===== config.mk =====
export PLATFORM = sky130hd
export DESIGN_NAME = sobel_uart_tx
export DESIGN_NICKNAME = d
export VERILOG_FILES = /design/src/rtl/sobel_uart_tx.sv
export SDC_FILE = /design/constraint.sdc
export NUM_CORES = 1
export LEC_CHECK = 0
export BUFFER_PORTS_ARGS = -buffer_cell sky130_fd_sc_hd__buf_2
export CAP_MARGIN = 25
export CORE_UTILIZATION = 67
export CTS_CLUSTER_DIAMETER = 100
export DETAILED_ROUTE_END_ITERATION = 16
export MAX_ROUTING_LAYER = met4
export PLACE_DENSITY = 0.84
export SLEW_MARGIN = 20
export SYNTH_ARGS = -nofsm -noshare
export SYNTH_HDL_FRONTEND = slang
export SYNTH_SLANG_ARGS = --single-unit
export TNS_END_PERCENT = 100

===== constraint.sdc =====
create_clock -name sys_clk -period 5.7 [get_ports sys_clk]
set_input_delay 0.855 -clock sys_clk [delete_from_list [all_inputs] [get_ports sys_clk]]
set_output_delay 0.855 -clock sys_clk [all_outputs]
set_load 0.1 [all_outputs]

===== src/rtl/sobel_uart_tx.sv =====
// sobel_uart_tx: buffers 16-bit RGB565 edge pixels in a small FIFO and
// sends each one back over UART, high byte first, as two 8N1 frames.
// Optional build macro SOBEL_UART_TX_PARITY_EN adds an even-parity bit,
// which makes each frame 8E1 (11 bits).
module sobel_uart_tx #(
    parameter int CLK_FREQ   = 50_000_000,
    parameter int UART_BPS   = 9600,
    parameter int FIFO_DEPTH = 16
) (
    input  logic        sys_clk,
    input  logic        sys_rst_n,
    input  logic        pi_flag,
    input  logic [15:0] pi_data,
    output logic        tx,
    output logic        busy,
    output logic        fifo_ovf
);

    localparam int BAUD_CNT_MAX = CLK_FREQ / UART_BPS;
    localparam int BAUD_W       = (BAUD_CNT_MAX > 1) ? $clog2(BAUD_CNT_MAX) : 1;
    localparam int PTR_W        = $clog2(FIFO_DEPTH);
    localparam int CNT_W        = PTR_W + 1;

    localparam logic [BAUD_W-1:0] BAUD_LAST = BAUD_W'(BAUD_CNT_MAX - 1);
    localparam logic [CNT_W-1:0]  CNT_FULL  = CNT_W'(FIFO_DEPTH);

    typedef enum logic [2:0] {
        IDLE   = 3'd0,
        START  = 3'd1,
        DATA   = 3'd2,
`ifdef SOBEL_UART_TX_PARITY_EN
        PARITY = 3'd3,
`endif
        STOP   = 3'd4
    } state_e;

    // ---------------------------------------------------------------
    // Pixel FIFO
    // ---------------------------------------------------------------
    logic [15:0]      mem [FIFO_DEPTH];
    logic [PTR_W-1:0] wr_ptr_q, wr_ptr_d;
    logic [PTR_W-1:0] rd_ptr_q, rd_ptr_d;
    logic [CNT_W-1:0] count_q, count_d;
    logic             ovf_q, ovf_d;
    logic             wr_en;
    logic             pop;
    logic [15:0]      rd_data;

    // A full FIFO refuses the word even if a pop frees a slot this cycle.
    assign wr_en   = pi_flag && (count_q != CNT_FULL);
    assign rd_data = mem[rd_ptr_q];

    // Pixel storage write port.
    // NOTE: the storage array has no reset; emptiness is tracked by count_q,
    // so clearing it would only cost flops and reset fan-out.
    always_ff @(posedge sys_clk) begin
        if (wr_en) begin
            mem[wr_ptr_q] <= pi_data;
        end
    end

    // FIFO pointer, occupancy and sticky overflow next-state.
    // NOTE: every output of a combinational block gets a default first, so no
    // path through the block leaves a value held and no latch is inferred.
    always_comb begin
        wr_ptr_d = wr_ptr_q;
        rd_ptr_d = rd_ptr_q;
        count_d  = count_q;
        ovf_d    = ovf_q;
        if (wr_en) begin
            wr_ptr_d = wr_ptr_q + PTR_W'(1);
        end
        if (pop) begin
            rd_ptr_d = rd_ptr_q + PTR_W'(1);
        end
        if (wr_en && !pop) begin
            count_d = count_q + CNT_W'(1);
        end else if (!wr_en && pop) begin
            count_d = count_q - CNT_W'(1);
        end
        if (pi_flag && (count_q == CNT_FULL)) begin
            ovf_d = 1'b1;
        end
    end

    // ---------------------------------------------------------------
    // UART transmitter
    // ---------------------------------------------------------------
    state_e            state_q, state_d;
    logic [BAUD_W-1:0] baud_cnt_q, baud_cnt_d;
    logic [2:0]        bit_cnt_q, bit_cnt_d;
    logic              byte_sel_q, byte_sel_d;
    logic [15:0]       word_q, word_d;
    logic              tx_q, tx_d;
    logic              busy_q, busy_d;
    logic              baud_done;
    logic [2:0]        next_bit;
    logic [7:0]        cur_byte;

    assign baud_done = (baud_cnt_q == BAUD_LAST);
    assign next_bit  = bit_cnt_q + 3'd1;
    assign cur_byte  = byte_sel_q ? word_q[7:0] : word_q[15:8];

    // Frame sequencing, FIFO pop and registered tx/busy next-state.
    always_comb begin
        state_d    = state_q;
        baud_cnt_d = baud_done ? '0 : baud_cnt_q + BAUD_W'(1);
        bit_cnt_d  = bit_cnt_q;
        byte_sel_d = byte_sel_q;
        word_d     = word_q;
        tx_d       = tx_q;
        pop        = 1'b0;

        unique case (state_q)
            IDLE: begin
                baud_cnt_d = '0;
                bit_cnt_d  = '0;
                tx_d       = 1'b1;
                if (count_q != '0) begin
                    pop        = 1'b1;
                    word_d     = rd_data;
                    byte_sel_d = 1'b0;
                    tx_d       = 1'b0;
                    state_d    = START;
                end
            end
            START: begin
                if (baud_done) begin
                    bit_cnt_d = '0;
                    tx_d      = cur_byte[0];
                    state_d   = DATA;
                end
            end
            DATA: begin
                if (baud_done) begin
                    if (bit_cnt_q == 3'd7) begin
`ifdef SOBEL_UART_TX_PARITY_EN
                        tx_d    = ^cur_byte;
                        state_d = PARITY;
`else
                        tx_d    = 1'b1;
                        state_d = STOP;
`endif
                    end else begin
                        bit_cnt_d = next_bit;
                        tx_d      = cur_byte[next_bit];
                    end
                end
            end
`ifdef SOBEL_UART_TX_PARITY_EN
            PARITY: begin
                if (baud_done) begin
                    tx_d    = 1'b1;
                    state_d = STOP;
                end
            end
`endif
            STOP: begin
                if (baud_done) begin
                    if (!byte_sel_q) begin
                        // Low byte follows the high byte with no idle gap.
                        byte_sel_d = 1'b1;
                        tx_d       = 1'b0;
                        state_d    = START;
                    end else if (count_q != '0) begin
                        // Next pixel goes straight out back-to-back.
                        pop        = 1'b1;
                        word_d     = rd_data;
                        byte_sel_d = 1'b0;
                        tx_d       = 1'b0;
                        state_d    = START;
                    end else begin
                        state_d = IDLE;
                    end
                end
            end
            default: begin
                tx_d    = 1'b1;
                state_d = IDLE;
            end
        endcase

        busy_d = (state_d != IDLE) || (count_d != '0);
    end

    // State register for the FIFO control and the transmitter.
    // NOTE: clocked state uses non-blocking assignments so every register
    // samples its _d value from before the edge, independent of statement order.
    always_ff @(posedge sys_clk or negedge sys_rst_n) begin
        if (!sys_rst_n) begin
            wr_ptr_q   <= '0;
            rd_ptr_q   <= '0;
            count_q    <= '0;
            ovf_q      <= 1'b0;
            state_q    <= IDLE;
            baud_cnt_q <= '0;
            bit_cnt_q  <= '0;
            byte_sel_q <= 1'b0;
            word_q     <= '0;
            tx_q       <= 1'b1;
            busy_q     <= 1'b0;
        end else begin
            wr_ptr_q   <= wr_ptr_d;
            rd_ptr_q   <= rd_ptr_d;
            count_q    <= count_d;
            ovf_q      <= ovf_d;
            state_q    <= state_d;
            baud_cnt_q <= baud_cnt_d;
            bit_cnt_q  <= bit_cnt_d;
            byte_sel_q <= byte_sel_d;
            word_q     <= word_d;
            tx_q       <= tx_d;
            busy_q     <= busy_d;
        end
    end

    assign tx       = tx_q;
    assign busy     = busy_q;
    assign fifo_ovf = ovf_q;

endmodule


==> results of run 1 <==
## report_power, final
part,internal [W],switching [W]
clock,0.00113,0.000823
combinational,0.000337,0.000445
sequential,0.00270,0.000162
## flip-flops by register name, summed over array words and instances, names as in the netlist
signal	flops
baud_cnt_q	13
wr_ptr_q	4
count_q	5
state_q	3
word_q	16
mem	256
rd_ptr_q	4
fifo_ovf	1
tx	1
busy	1
byte_sel_q	1
bit_cnt_q	3
## cell families after synthesis
| group | count (synthesis) |
|---|---|
| flops | 308 |
| mux | 103 |
| compound gates | 31 |
| simple gates | 94 |
| buf+inv | 36 |
| xor+xnor | 22 |
| fa+ha+maj | 11 |
## synth_stat cells, types with 8 or more instances
cell | n | area, um2
a21oi_1 | 8 | 40.0
and2_1 | 15 | 93.8
and3_1 | 10 | 62.6
buf_2 | 10 | 50.1
clkbuf_1 | 9 | 33.8
dfrtp_1 | 51 | 1280
edfxtp_1 | 256 | 7690
ha_1 | 11 | 138
mux2_2 | 12 | 135
mux4_1 | 13 | 342
mux4_2 | 72 | 1620
nand2_1 | 12 | 45.0
nor2_1 | 17 | 63.8
xnor2_1 | 15 | 131
## per-stage QoR
step / worst slack (ns) / instance area [um2] / cells / total power (W) / hold WS (ns)
2_1_floorplan: 3.24 / 12500 / 605 / 0.00337 / 0.447
5_1_grt: 2.44 / 13900 / 897 / 0.00576 / 0.399
6_report: 2.62 / 13900 / 897 / 0.00560 / 0.342
4_1_cts: 2.58 / 13900 / 894 / 0.00559 / 0.346
3_3_place_gp: 2.49 / 12700 / 829 / 0.00355 / 0.460
3_5_place_dp: 2.62 / 12900 / 839 / 0.00364 / 0.461
## routing by layer
metal / up-vias / wire [um] / GRT usage
met5: - / 0 / -
met4: 0 / 845 / 0.0942
met3: 75 / 2020 / 0.0432
met2: 309 / 13200 / 0.474
met1: 3255 / 10200 / 0.412
li1: 2573 / - / -
## final cells by class
type / count / share of cell area
clock inverter: 14 / 0.0128
sequential: 308 / 0.647
clock buffer: 41 / 0.0577
inverter: 7 / 0.00189
timing repair buffer: 37 / 0.0229
multi-input combinational: 261 / 0.237
tap: 229 / 0.0206
## how the worst max path moves through the flow
stage	startpoint	endpoint	slack, ns	cells after the start
2_1_floorplan	pi_flag	mem[7][0]$_DFFE_PP_	3.24	6
3_3_place_gp	state_q[2]$_DFF_PN0_	busy$_DFF_PN0_	2.49	6
3_5_place_dp	rd_ptr_q[0]$_DFFE_PN0P_	word_q[0]$_DFFE_PN0P_	2.62	4
4_1_cts	rd_ptr_q[0]$_DFFE_PN0P_	word_q[1]$_DFFE_PN0P_	2.58	4
5_1_grt	count_q[0]$_DFF_PN0_	mem[4][0]$_DFFE_PP_	2.44	8
6_report	count_q[0]$_DFF_PN0_	mem[4][0]$_DFFE_PP_	2.62	8
==> results.ini, run 1 <==
[power_and_ir_drop]
peakVddDrop_mv = 0.330
leakage_nw = 4.74
p_per_area_nw_per_um2 = 402

[placement]
io_buffer_count = 21
place_congestion = 0.898
dp_hpwl_um = 15000

[timing]
max_slew_margin = 0.267
fin_skew_ns = 0.0199
setup_viol = 0
fin_setup_tns_ns = 0
max_freq_mhz = 325
tightest_slew_ns = 1.10
rsz0062_at_grt = no
period_share = 0.540
period_needed_ns = 3.08
slew_viol_final = 0
hold_viol = 0

[cells_and_area]
drive_above_1_share = 0.272
multi_input_area_um2 = 3300
insertedDiodeCount = 0
final_cell_mix = edfxtp_1, mux4_2, dfrtp_1
nFillCells = 941
regArea_um2 = 8990
area_delta_synth_final_pct = 11.1
final_common_cell = edfxtp_1
nNetsFinal = 675
final_util = 0.766

[synth]
synth_top_family_by_area = multiplexers
yosys_most_used_dff = edfxtp_1
synth.distinct_cells = 55
synth_fp_nets = 635
synth_xor_area_frac = 0.0154
syn_area_per_cell_um2 = 20.7
syn_area_um2 = 12500
synthAdderAreaFrac = 0.0110
synth_compound_area_frac = 0.0178
synth-seq-cells = 308
async_flop_share = 0.169
synth.yosys.seq_area_share = 0.718
synthMuxAreaShare = 0.175
synthSimpleGateAreaFrac = 0.0442
syn_inst = 605
yosys_warnings = 0
synth-edff-count = 256

[min_path]
hold_class = in -> async

[global_routing]
globalRouteTotalUtil = 0.299
antenna_found_initial = 0
grt_pass1_vias = 6380
grt_max_degree = 54
overflow = 0
grt_pass1_wl_um = 40100

[detailed_routing]
drtIter0Drc = 616
drtPass1Iterations = 11
vias = 6212
totalWireLength_um = 26300
vias_per_cell = 6.93
drcViolationCount = 4
postRouteAntennaNets = 0
wl_per_cell_um = 29.4

[clock_tree]
clock_latency_ns = 0.57
clk_pin_slew_worst_paths_ns = 0.06
cts_tree = done
cts_sinks = 308
hold_buffers = 0
cts_made_buffers = 30
postCtsSetupRepairBufs = 0
clock_path_buffers = 3
clockRootBuffer = clkbuf_16
cts_resized = 0
cts-htree-levels = 1

[setup_path]
path_buf_inv = 2
timing.critical_path.mode_cell = and2_1
arrival_ns = 3.35
path_class = reg -> reg
crit_slowest_cell = and2_1
worst_ep_required_time_ns = 5.97
r2r_slack_ns = 2.62
crit_family = simple AND/OR/NAND/NOR gates
cp-end-kind = flop
ff2ff_path_depth = 8
slowest_delay_ns = 0.68
path_cells = inv_1 -> ha_1 -> nand4bb_1 -> and2_1 -> nand2_1 -> nor2_1 -> and2_1 -> buf_6
reg2reg_from = count_q[0]$_DFF_PN0_
crit_fanout = 14
r2r-end = mem[4][0]$_DFFE_PP_
cp-start-kind = flop

[die]
num_io_pins = 22
die_area_um2 = 19200
initial_core_util = 0.690
rows = 49
die_y_um = 139
coreArea_um2 = 18100
fp.dieW_um = 139

[outcome]
violations = design-rule violations
outcome = finished, violations left

[job]
maxCapViolCount = 0

No activity file was read; power rests on OpenSTA's default activity.
==> inputs of run 2 (changes only) <==
CORE_UTILIZATION = 56   (was 67)
PLACE_DENSITY = 0.75   (was 0.84)
clock period = 2.5 ns   (was 5.7 ns; I/O delays follow)
==> results.ini, run 2 (synthesis gave the netlist of run 1 again) <==
[detailed_routing]
totalWireLength_um = 25500
postRouteAntennaNets = 0
vias = 6172
drcViolationCount = 0
drtIter0Drc = 627
vias_per_cell = 6.34
wl_per_cell_um = 26.2
drtPass1Iterations = 5

[power_and_ir_drop]
leakage_nw = 4.90
p_per_area_nw_per_um2 = 901
peakVddDrop_mv = 0.660

[global_routing]
globalRouteTotalUtil = 0.248
grt_most_used_layer = met2
antenna_found_initial = 0
grt_util_met1 = 0.341
grt_pass1_vias = 6461
grt_max_degree = 36
gr-usage-met2 = 0.394
grt_pass1_wl_um = 39500
overflow = 0
met3_usage = 0.0371

[timing]
slew_viol_final = 0
hold_slack_ns = 0.165
period_needed_ns = 2.38
hold_viol = 0
fin_skew_ns = 0.0101
rsz0062_at_grt = no
tightest_slew_ns = 0.477
setup_viol = 0
fin_ws_ns = 0.116
max_slew_margin = 0.679
period_share = 0.954
fin_setup_tns_ns = 0
max_freq_mhz = 419

[clock_tree]
postCtsSetupRepairBufs = 0
cts-htree-levels = 1
clk_pin_slew_worst_paths_ns = 0.07
clock_path_buffers = 3
cts_sinks = 308
clockRootBuffer = clkbuf_16
cts_made_buffers = 30
clock_latency_ns = 0.56
cts_tree = done

[setup_path]
cp-start-kind = flop
cp-end-kind = flop
crit_slowest_cell = or4b_4
worst_ep_required_time_ns = 2.92
path_class = reg -> reg
slowest_delay_ns = 0.51
crit_fanout = 5
arrival_ns = 2.80
path_cells = inv_1 -> ha_1 -> or4b_4 -> and3_1 -> a21oi_2 -> o32ai_1 -> nor3b_1 -> nand4bb_1

[cells_and_area]
largest_reg_flops = 256
final_common_cell = edfxtp_1
drive_above_1_share = 0.306
largest_register = mem
area_delta_synth_final_pct = 14.0
nNetsFinal = 699
final_util = 0.652
insertedDiodeCount = 0
final_cell_mix = edfxtp_1, mux4_2, dfrtp_1
reg_top3 = mem: 256 flops, word_q: 16 flops, baud_cnt_q: 13 flops

[placement]
io_buffer_count = 21
pre_cts_slack_ns = 0.121
place_congestion = 0.818
dp_hpwl_um = 15200

[die]
coreArea_um2 = 21900
initial_core_util = 0.572
num_io_pins = 22
rows = 54
fp.dieW_um = 152
die_area_um2 = 23000
die_y_um = 152

[outcome]
outcome = complete, no violations

[job]
maxCapViolCount = 0

[min_path]
hold_class = in -> reg

run 2: cell types whose count changed in the layout (fill, tap and decap cells not counted), sizes merged:
cell / previous run / this run
clkbuf: 41 / 42
buf: 37 / 60
dlygate4sd3: 0 / 1
clkinv: 10 / 9
inv: 7 / 6
clkinvlp: 1 / 3
run 2: layer usage:
metal / vias up / share of wire
li1: 2614 / -
met1: 3262 / 0.41
met2: 239 / 0.50
met3: 57 / 0.065
met4: 0 / 0.026
met5: - / 0
run 2: layout make-up:
| type | count | area (um2) |
|---|---|---|
| clock buffers | 42 | 846 |
| clock inverters | 14 | 171 |
| fillers | 1437 | 7620 |
| inverters | 7 | 26.3 |
| multi-input cells | 261 | 3310 |
| flip-flops and latches | 308 | 8990 |
| well taps | 280 | 350 |
| repair buffers | 61 | 571 |
run 2: stage by stage:
stage	instance area, um2	power (W)	std cells
floorplan	12500	0.00768	605
global placement	13200	0.00827	916
detailed placement	13200	0.00838	916
CTS	14300	0.0129	973
global route	14300	0.0133	973
finish	14300	0.0129	973
run 2: what timing repair did:
item,4_1_cts,5_1_grt
endpoints found under the hold margin,13,0
hold buffers,1,0
setup endpoints to repair,0,99
resized for setup,0,4
run 2: worst paths after layout:
path,slack [ns],cells past startpoint,from,endpoint
worst max-delay path,0.12,8,count_q[1]$_DFF_PN0_,busy$_DFF_PN0_
worst min-delay path,0.17,2,pi_flag,fifo_ovf$_DFFE_PN0P_
max in group asynchronous,1.46,3,sys_rst_n,tx$_DFFE_PN1P_
worst max register to register,0.12,8,count_q[1]$_DFF_PN0_,busy$_DFF_PN0_
worst min register to register,0.47,1,fifo_ovf$_DFFE_PN0P_,fifo_ovf$_DFFE_PN0P_
min in group asynchronous,0.29,2,sys_rst_n,state_q[1]$_DFF_PN0_
run 2: worst max-delay path, delay by kind of cell (launching register included):
kind | cells | cell delay [ns]
AND/OR/NAND/NOR | 4 | 1.14
flip-flops | 1 | 0.43
AO/OA/AOI/OAI | 2 | 0.34
adder cells (fa/ha/maj) | 1 | 0.21
buffers and inverters | 1 | 0.12
run 2: power breakdown:
part / total [W] / internal (W) / leakage (nW) / switching (W)
sequential: 0.00646 / 0.00616 / 2.96 / 0.000308
combinational: 0.00183 / 0.000832 / 1.44 / 0.00100
clock: 0.00456 / 0.00268 / 0.491 / 0.00189
total: 0.0129 / 0.00967 / 4.90 / 0.00320
==> inputs of run 3 (changes only) <==
PLACE_DENSITY = default   (was 0.75)
PLACE_DENSITY_LB_ADDON = 0.15   (was default)
==> results.ini, run 3 (synthesis gave the netlist of run 1 again) <==
[cells_and_area]
final_cell_mix = edfxtp_1, mux4_2, dfrtp_1
reg_top3 = mem: 256 flops, word_q: 16 flops, baud_cnt_q: 13 flops
area_delta_synth_final_pct = 13.8
drive_above_1_share = 0.301
regArea_um2 = 8990
fin_cells = 980
nFillCells = 1473
largest_register = mem
multi_input_area_um2 = 3300
insertedDiodeCount = 0
largest_reg_flops = 256
final_common_cell = edfxtp_1
nNetsFinal = 706

[setup_path]
crit_fanout = 5
arrival_ns = 2.84
path_class = reg -> reg
worst_ep_required_time_ns = 2.93
cp-start-kind = flop
crit_family = simple AND/OR/NAND/NOR gates
path_buf_inv = 1
path_cells = inv_1 -> ha_1 -> or4b_4 -> and3_1 -> a21oi_2 -> o32ai_1 -> nor3b_1 -> nand4bb_1
cp-end-kind = flop
crit_slowest_cell = or4b_4
slowest_delay_ns = 0.51

[detailed_routing]
vias_per_cell = 6.21
totalWireLength_um = 25700
wl_per_cell_um = 26.2
drtIter0Drc = 363
drcViolationCount = 0
vias = 6087
postRouteAntennaNets = 0
drtPass1Iterations = 4

[global_routing]
antenna_found_initial = 0
globalRouteTotalUtil = 0.247
grt_max_degree = 68
overflow = 0
grt_pass1_vias = 6309
grt_pass1_wl_um = 39000

[clock_tree]
clock_path_buffers = 3
clockRootBuffer = clkbuf_16
postCtsSetupRepairBufs = 0
cts_made_buffers = 30
cts-htree-levels = 1
cts_sinks = 308
clock_latency_ns = 0.56
clk_pin_slew_worst_paths_ns = 0.06
cts_tree = done

[timing]
fin_setup_tns_ns = 0
hold_viol = 0
max_freq_mhz = 415
slew_viol_final = 0
setup_viol = 0
period_share = 0.964
period_needed_ns = 2.41
fin_skew_ns = 0.00804
tightest_slew_ns = 0.679
hold_slack_ns = 0.177
max_slew_margin = 0.548

[die]
die_area_um2 = 23000
coreArea_um2 = 21900
num_io_pins = 22
rows = 54
fp.dieW_um = 152
initial_core_util = 0.572
die_y_um = 152

[placement]
dp_cells = 923
io_buffer_count = 21
place_congestion = 0.866
dp_hpwl_um = 15500

[min_path]
hold_class = in -> reg

[outcome]
outcome = complete, no violations

[power_and_ir_drop]
leakage_nw = 4.91
peakVddDrop_mv = 0.613
p_per_area_nw_per_um2 = 905

[job]
maxCapViolCount = 0

==> run 3: cell count changes in the layout (fill, tap and decap cells not counted), sizes merged <==
| cell | change |
|---|---|
| bufinv | +1 |
| clkbuf | +2 |
| buf | +7 |
| clkinv | -3 |
==> run 3: layer usage <==
layer  share of wire  wire (um)  vias to the layer above  GRT usage
met2            0.49      12600                      193      0.391
met4           0.027        690                        0     0.0663
li1                -          -                     2639          -
met5               0          0                        -          -
met3           0.048       1240                       51     0.0311
met1            0.44      11200                     3204      0.347
==> run 3: path summary, 6_finish.rpt <==
path | from | endpoint | slack [ns] | cells after the start
worst max-delay path | count_q[1]$_DFF_PN0_ | busy$_DFF_PN0_ | 0.09 | 8
worst min-delay path | pi_data[14] | mem[11][14]$_DFFE_PP_ | 0.18 | 1
worst max register to register | count_q[1]$_DFF_PN0_ | busy$_DFF_PN0_ | 0.09 | 8
min in group asynchronous | sys_rst_n | byte_sel_q$_DFFE_PN0P_ | 0.38 | 2
worst min register to register | word_q[1]$_DFFE_PN0P_ | word_q[1]$_DFFE_PN0P_ | 0.51 | 1
max in group asynchronous | sys_rst_n | baud_cnt_q[7]$_DFF_PN0_ | 1.44 | 3
==> run 3: cell type report <==
| cell class | instances | share of cell area |
|---|---|---|
| clock inverter | 12 | 0.0133 |
| timing repair buffer | 68 | 0.0393 |
| tap | 280 | 0.0246 |
| multi-input combinational | 261 | 0.231 |
| sequential | 308 | 0.631 |
| inverter | 7 | 0.00184 |
| clock buffer | 44 | 0.0585 |
==> run 3: metrics by stage <==
| step | util | setup WS, ns | total power (W) | cell area (um2) |
|---|---|---|---|---|
| 6_report | 0.651 | 0.0889 | 0.0129 | 14300 |
| 3_5_place_dp | 0.604 | 0.138 | 0.00840 | 13200 |
| 2_1_floorplan | - | 0.0593 | 0.00768 | 12500 |
| 3_3_place_gp | 0.604 | 0.289 | 0.00831 | 13200 |
| 4_1_cts | 0.651 | 0.110 | 0.0130 | 14200 |
| 5_1_grt | 0.651 | -0.00428 | 0.0134 | 14300 |
==> run 3: repair_timing <==
action,4_1_cts,5_1_grt
hold buffers,1,0
resized for setup,0,1
setup endpoints to repair,0,1
endpoints found under the hold margin,24,0
==> run 3: report_power, final <==
group	switching, W	internal [W]	leakage (nW)
Clock	0.00187	0.00273	0.486
Combinational	0.00104	0.000830	1.46
Sequential	0.000280	0.00616	2.96
